$ cat src/rtl/alu_writeback_stage_if.sv
// rtl/alu_writeback_stage_if.sv - ALU-to-writeback and writeback-to-register-file handshake bundles
interface alu_wb_in_if;
    logic        InValid;
    logic        InReady;
    logic [31:0] ALUResult;
    logic        Carry;
    logic        Zero;
    logic        Negative;
    logic        Overflow;
    logic [4:0]  RdAddr;
    logic        SetFlags;
    logic [3:0]  CondCode;

    modport master (output InValid, ALUResult, Carry, Zero, Negative, Overflow,
                    RdAddr, SetFlags, CondCode, input InReady);
    modport slave  (input InValid, ALUResult, Carry, Zero, Negative, Overflow,
                    RdAddr, SetFlags, CondCode, output InReady);
endinterface

interface alu_wb_out_if;
    logic        OutValid;
    logic        OutReady;
    logic [31:0] WbResult;
    logic [4:0]  WbAddr;
    logic        WbEnable;

    modport master (output OutValid, WbResult, WbAddr, WbEnable, input OutReady);
    modport slave  (input OutValid, WbResult, WbAddr, WbEnable, output OutReady);
endinterface

$ cat src/rtl/alu_writeback_stage.sv
// rtl/alu_writeback_stage.sv - 2-entry ALU writeback queue with NZCV condition commit
// Optional feature macro: ALU_WB_COND_EN (condition evaluation and suppressed-op counter).
module alu_writeback_stage #(
    parameter int DEPTH = 2,
    parameter int CNT_W = 16
) (
    input  logic             clk,
    input  logic             rst_n,
    alu_wb_in_if.slave       in_if,
    alu_wb_out_if.master     out_if,
    output logic [3:0]       Flags,
    output logic [CNT_W-1:0] SuppressCount
);
    localparam logic [1:0] FULL = 2'(DEPTH);

    logic [31:0] res_q  [2];
    logic [3:0]  nzcv_q [2];
    logic [4:0]  rd_q   [2];
    logic        setf_q [2];
    logic [1:0]  count;
    logic        head_ptr;
    logic        tail_ptr;
    logic        pass;
    logic        enq;
    logic        deq;

    assign in_if.InReady   = rst_n & (count != FULL);
    assign out_if.OutValid = (count != 2'd0);
    assign enq = in_if.InValid & in_if.InReady;
    assign deq = out_if.OutValid & out_if.OutReady;

    assign out_if.WbResult = out_if.OutValid ? res_q[head_ptr] : 32'd0;
    assign out_if.WbAddr   = out_if.OutValid ? rd_q[head_ptr]  : 5'd0;
    assign out_if.WbEnable = out_if.OutValid & pass;

`ifdef ALU_WB_COND_EN
    logic [3:0]       cond_q [2];
    logic [CNT_W-1:0] supp_q;

    // Condition sees only committed flags, so head and WbEnable stay stable until dequeue.
    always_comb begin
        logic n, z, c, v;
        {n, z, c, v} = Flags;
        pass = 1'b0;
        case (cond_q[head_ptr])
            4'd0:    pass = z;
            4'd1:    pass = !z;
            4'd2:    pass = c;
            4'd3:    pass = !c;
            4'd4:    pass = n;
            4'd5:    pass = !n;
            4'd6:    pass = v;
            4'd7:    pass = !v;
            4'd8:    pass = c & !z;
            4'd9:    pass = !c | z;
            4'd10:   pass = (n == v);
            4'd11:   pass = (n != v);
            4'd12:   pass = !z & (n == v);
            4'd13:   pass = z | (n != v);
            4'd14:   pass = 1'b1;
            default: pass = 1'b0;
        endcase
    end

    always_ff @(posedge clk) begin
        if (enq) cond_q[tail_ptr] <= in_if.CondCode;
    end

    always_ff @(posedge clk) begin
        if (!rst_n) begin
            supp_q <= '0;
        end else if (deq && !pass && supp_q != {CNT_W{1'b1}}) begin
            supp_q <= supp_q + CNT_W'(1);
        end
    end

    assign SuppressCount = supp_q;
`else
    logic unused_cond;
    assign unused_cond   = ^in_if.CondCode;
    assign pass          = 1'b1;
    assign SuppressCount = '0;
`endif

    always_ff @(posedge clk) begin
        if (enq) begin
            res_q[tail_ptr]  <= in_if.ALUResult;
            nzcv_q[tail_ptr] <= {in_if.Negative, in_if.Zero, in_if.Carry, in_if.Overflow};
            rd_q[tail_ptr]   <= in_if.RdAddr;
            setf_q[tail_ptr] <= in_if.SetFlags;
        end
    end

    always_ff @(posedge clk) begin
        if (!rst_n) begin
            count    <= 2'd0;
            head_ptr <= 1'b0;
            tail_ptr <= 1'b0;
            Flags    <= 4'b0000;
        end else begin
            if (enq) tail_ptr <= ~tail_ptr;
            if (deq) begin
                head_ptr <= ~head_ptr;
                if (pass && setf_q[head_ptr]) Flags <= nzcv_q[head_ptr];
            end
            case ({enq, deq})
                2'b10:   count <= count + 2'd1;
                2'b01:   count <= count - 2'd1;
                default: count <= count;
            endcase
        end
    end
endmodule

$ cat src/flat_wrapper.sv
// flat-port wrapper written by rule: the top's interface ports become plain ports
module alu_writeback_stage_flat 
#(
    parameter int DEPTH = 2,
    parameter int CNT_W = 16
)
  (clk, rst_n, Flags, SuppressCount, in_if_InValid, in_if_ALUResult, in_if_Carry, in_if_Zero, in_if_Negative, in_if_Overflow, in_if_RdAddr, in_if_SetFlags, in_if_CondCode, in_if_InReady, out_if_OutValid, out_if_WbResult, out_if_WbAddr, out_if_WbEnable, out_if_OutReady);
  alu_wb_in_if in_if_i ();
  alu_wb_out_if out_if_i ();
  input  logic clk;
  input  logic rst_n;
  output logic [3:0] Flags;
  output logic [CNT_W-1:0] SuppressCount;
  input wire logic [$bits(in_if_i.InValid)-1:0] in_if_InValid;
  input wire logic [$bits(in_if_i.ALUResult)-1:0] in_if_ALUResult;
  input wire logic [$bits(in_if_i.Carry)-1:0] in_if_Carry;
  input wire logic [$bits(in_if_i.Zero)-1:0] in_if_Zero;
  input wire logic [$bits(in_if_i.Negative)-1:0] in_if_Negative;
  input wire logic [$bits(in_if_i.Overflow)-1:0] in_if_Overflow;
  input wire logic [$bits(in_if_i.RdAddr)-1:0] in_if_RdAddr;
  input wire logic [$bits(in_if_i.SetFlags)-1:0] in_if_SetFlags;
  input wire logic [$bits(in_if_i.CondCode)-1:0] in_if_CondCode;
  output wire logic [$bits(in_if_i.InReady)-1:0] in_if_InReady;
  output wire logic [$bits(out_if_i.OutValid)-1:0] out_if_OutValid;
  output wire logic [$bits(out_if_i.WbResult)-1:0] out_if_WbResult;
  output wire logic [$bits(out_if_i.WbAddr)-1:0] out_if_WbAddr;
  output wire logic [$bits(out_if_i.WbEnable)-1:0] out_if_WbEnable;
  input wire logic [$bits(out_if_i.OutReady)-1:0] out_if_OutReady;
  assign in_if_i.InValid = in_if_InValid;
  assign in_if_i.ALUResult = in_if_ALUResult;
  assign in_if_i.Carry = in_if_Carry;
  assign in_if_i.Zero = in_if_Zero;
  assign in_if_i.Negative = in_if_Negative;
  assign in_if_i.Overflow = in_if_Overflow;
  assign in_if_i.RdAddr = in_if_RdAddr;
  assign in_if_i.SetFlags = in_if_SetFlags;
  assign in_if_i.CondCode = in_if_CondCode;
  assign in_if_InReady = in_if_i.InReady;
  assign out_if_OutValid = out_if_i.OutValid;
  assign out_if_WbResult = out_if_i.WbResult;
  assign out_if_WbAddr = out_if_i.WbAddr;
  assign out_if_WbEnable = out_if_i.WbEnable;
  assign out_if_i.OutReady = out_if_OutReady;
  alu_writeback_stage #(.DEPTH(DEPTH), .CNT_W(CNT_W)) u_core (.clk(clk), .rst_n(rst_n), .in_if(in_if_i), .out_if(out_if_i), .Flags(Flags), .SuppressCount(SuppressCount));
endmodule
$ cat config.mk
export PLATFORM = sky130hd
export DESIGN_NAME = alu_writeback_stage_flat
export DESIGN_NICKNAME = d
export VERILOG_FILES = /design/src/rtl/alu_writeback_stage_if.sv /design/src/rtl/alu_writeback_stage.sv /design/src/flat_wrapper.sv
export SDC_FILE = /design/constraint.sdc
export NUM_CORES = 1
export LEC_CHECK = 0
export CORE_MARGIN = 2
export CORE_UTILIZATION = 50
export CTS_CLUSTER_DIAMETER = 120
export DETAILED_ROUTE_END_ITERATION = 8
export PLACE_DENSITY = 0.86
export SETUP_SLACK_MARGIN = 0.15
export SLEW_MARGIN = 10
export SYNTH_ARGS = -nofsm -noshare
export SYNTH_HDL_FRONTEND = slang
export SYNTH_SLANG_ARGS = --single-unit
$ cat constraint.sdc
create_clock -name clk -period 5.1 [get_ports clk]
set_input_delay 1.02 -clock clk [delete_from_list [all_inputs] [get_ports clk]]
set_output_delay 1.02 -clock clk [all_outputs]
set_load 0.01 [all_outputs]
==> run_results.csv <==
group,metric,value,unit
run_status,outcome,"finished, final reports clean",
grt,grt_pass1_wl,9290,um
cts,cts-root-buf,"clkbuf_8",
worst_setup_path,cp_max_fo,38,
synth,yosysSeqAreaShare,73.7,%
sta,slew_headroom,17.7,%
sta,maxSlewViolCount,0,
final_layout,diodes,0,
grt,grt_pass1_vias,1976,
placement,gp_congestion,0.720,
synth,synth.area.top_cells,"edfxtp_1, mux2i_1, dfxtp_1, nor2_1, buf_4",
power_and_ir_drop,report.power.total,2.24,mW
floorplanning,die_w,89.6,um
drt,vias,2059,
grt,antenna_found_initial,0,
cts,clock_path_buffers,2,
cts,cts_tree,"done",
cts,holdBufCountCts,0,
sta,whs,0.521,ns
placement,dp_hpwl,3880,um
power_and_ir_drop,leakage,1.57,nW
cts,clk_pin_slew,0.08,ns
sta,finalHoldViolCount,0,
synth,ys_types,22,
floorplanning,initial_core_util,51.1,%
min_path,whs_path_depth,1,
final_layout,utilization,66.1,%
sta,finalCriticalPeriod,3.45,ns
placement,io_buffers,89,
synth,synth_area_per_cell,15.9,um2
sta,setup_viol,0,
cts,cts_sinks,93,
cts,post_cts_buffers,0,
sta,rsz0062_at_grt,"false",
min_path,hp-class,"reg -> reg",
cts,cts_resized,0,
sta,tightest_slew,1.23,ns
grt,overflow,0,
drt,wl_per_cell,14.9,um
drt,drc,0,
floorplanning,core,7180,um2
grt,grt_max_degree,43,
worst_setup_path,worst_ep_required_time,4.08,ns
floorplanning,num_rows,31,
synth,synth_top_area_share,68.8,%
power_and_ir_drop,powerDensity,472,nW/um2
sta,fin_crit_sh,67.6,%
cts,clock_latency,0.34,ns
synth,syn_inst,230,
drt,firstDrtPassIters,4,
sta,skew,0.00650,ns
drt,drt-vias-per-instance,4.89,
worst_setup_path,reg2regPathDepth,2,
drt,drtAntennaViolNets,0,
final_layout,layout_commonest_cell,"clkdlybuf4s50_1",
worst_setup_path,cp-start-kind,"register",
final_layout,mostFrequentLayoutCells,"clkdlybuf4s50_1, edfxtp_1, mux2i_1",
run,max-cap-violations,0,
floorplanning,dieArea,8030,um2
drt,drt_wl_total,6270,um
final_layout,design_area,4750,um2
sta,timing.fmax,290,MHz
drt,first_iter_violations,77,
sta,final.setup.tns,0,ns
worst_setup_path,endpoint_kind,"primary output",
final_layout,n_fill_cell,531,
synth,syn_area,3660,um2
grt,grtUsageTotal,16.0,%
final_layout,syn2layout_area_growth,29.5,%
cts,cts-buffers-inserted,9,
worst_setup_path,worstPathArrival,2.43,ns
worst_setup_path,criticalPathCategory,"reg -> out",
synth,synth_seq_cells,93,
cts,htree_levels,3,
placement,placed_area,4540,um2
final_layout,layout.nets,368,
final_layout,drive_gt1_share,5.90,%
synth,synth_top_area_cell,"edfxtp_1",
power_and_ir_drop,ir_drop,0.000253,V
floorplanning,fp.dieH,89.6,um
floorplanning,num_io_pins,110,
synth,ys.warnings.count,0,
==> cell families after synthesis <==
family | count (synthesis) | synth area share (%)
AND/OR/NAND/NOR | 45 | 4.75
buffers and inverters | 31 | 6.18
adder cells (fa/ha/maj) | 1 | 0.341
other | 1 | 0.102
XOR/XNOR | 3 | 0.717
multiplexers | 43 | 11.8
flip-flops | 93 | 73.7
AO/OA/AOI/OAI | 13 | 2.39
==> metal layers <==
metal / up-vias / part of all wire [%] / track usage [%]
li1: 981 / - / -
met1: 981 / 41 / 19.0
met2: 89 / 52 / 26.9
met3: 8 / 5.9 / 4.94
met4: 0 / 1.7 / 7.33
met5: - / 0 / 0
==> final timing paths <==
check	from	endpoint	slack [ns]
max	register	out_if_WbAddr[3]	1.65
min	u_core.tail_ptr	u_core.tail_ptr	0.52
max reg2reg	u_core.count[0]	u_core.res_q[0][8]	2.97
min reg2reg	u_core.tail_ptr	u_core.tail_ptr	0.52
==> through the flow <==
| step | worst slack [ns] | instances |
|---|---|---|
| final | 1.65 | 421 |
| after detailed placement | 1.82 | 405 |
| after floorplan | 1.71 | 245 |
| after global placement | 1.87 | 405 |
| after global routing | 1.46 | 421 |
| after CTS | 1.59 | 421 |
==> worst max-delay path, cell delays in order, from the launching register on <==
cell	delay [ns]
dfxtp_2	1.11
mux2i_1	0.23
nor2_1	0.17
clkdlybuf4s50_1	0.55
==> state kept, by name, summed over array words and instances, names as in the netlist, named ones only <==
signal,cells
u_core.head_ptr,1
u_core.rd_q,10
u_core.setf_q,2
u_core.tail_ptr,1
u_core.nzcv_q,8
u_core.Flags,4
u_core.res_q,64
u_core.count,2
==> cells in the mapped netlist, drive strengths merged <==
cell / count
nor2: 42
clkbuf: 1
or3: 1
and3: 1
ha: 1
mux2: 1
mux2i: 42
xnor2: 2
dfxtp: 9
a311oi: 4
xor2: 1
buf: 27
o211ai: 1
inv: 3
a21oi: 5
o21a: 2
o21ai: 1
conb: 1
edfxtp: 84
nand2: 1
==> where the power goes <==
part           switching [mW]  internal [mW]
clock                   0.236          0.250
sequential             0.0950          0.913
combinational           0.336          0.412
==> area by class of cell <==
| class | count | area [um2] | share of cell area (%) |
|---|---|---|---|
| multi-input combinational | 121 | 808 | 17.0 |
| tap | 99 | 124 | 2.61 |
| timing repair buffer | 89 | 891 | 18.8 |
| sequential | 93 | 2700 | 57.0 |
| clock buffer | 14 | 195 | 4.11 |
| inverter | 3 | 11.3 | 0.237 |
| clock inverter | 2 | 12.5 | 0.264 |
No activity file was read; power rests on OpenSTA's default activity.
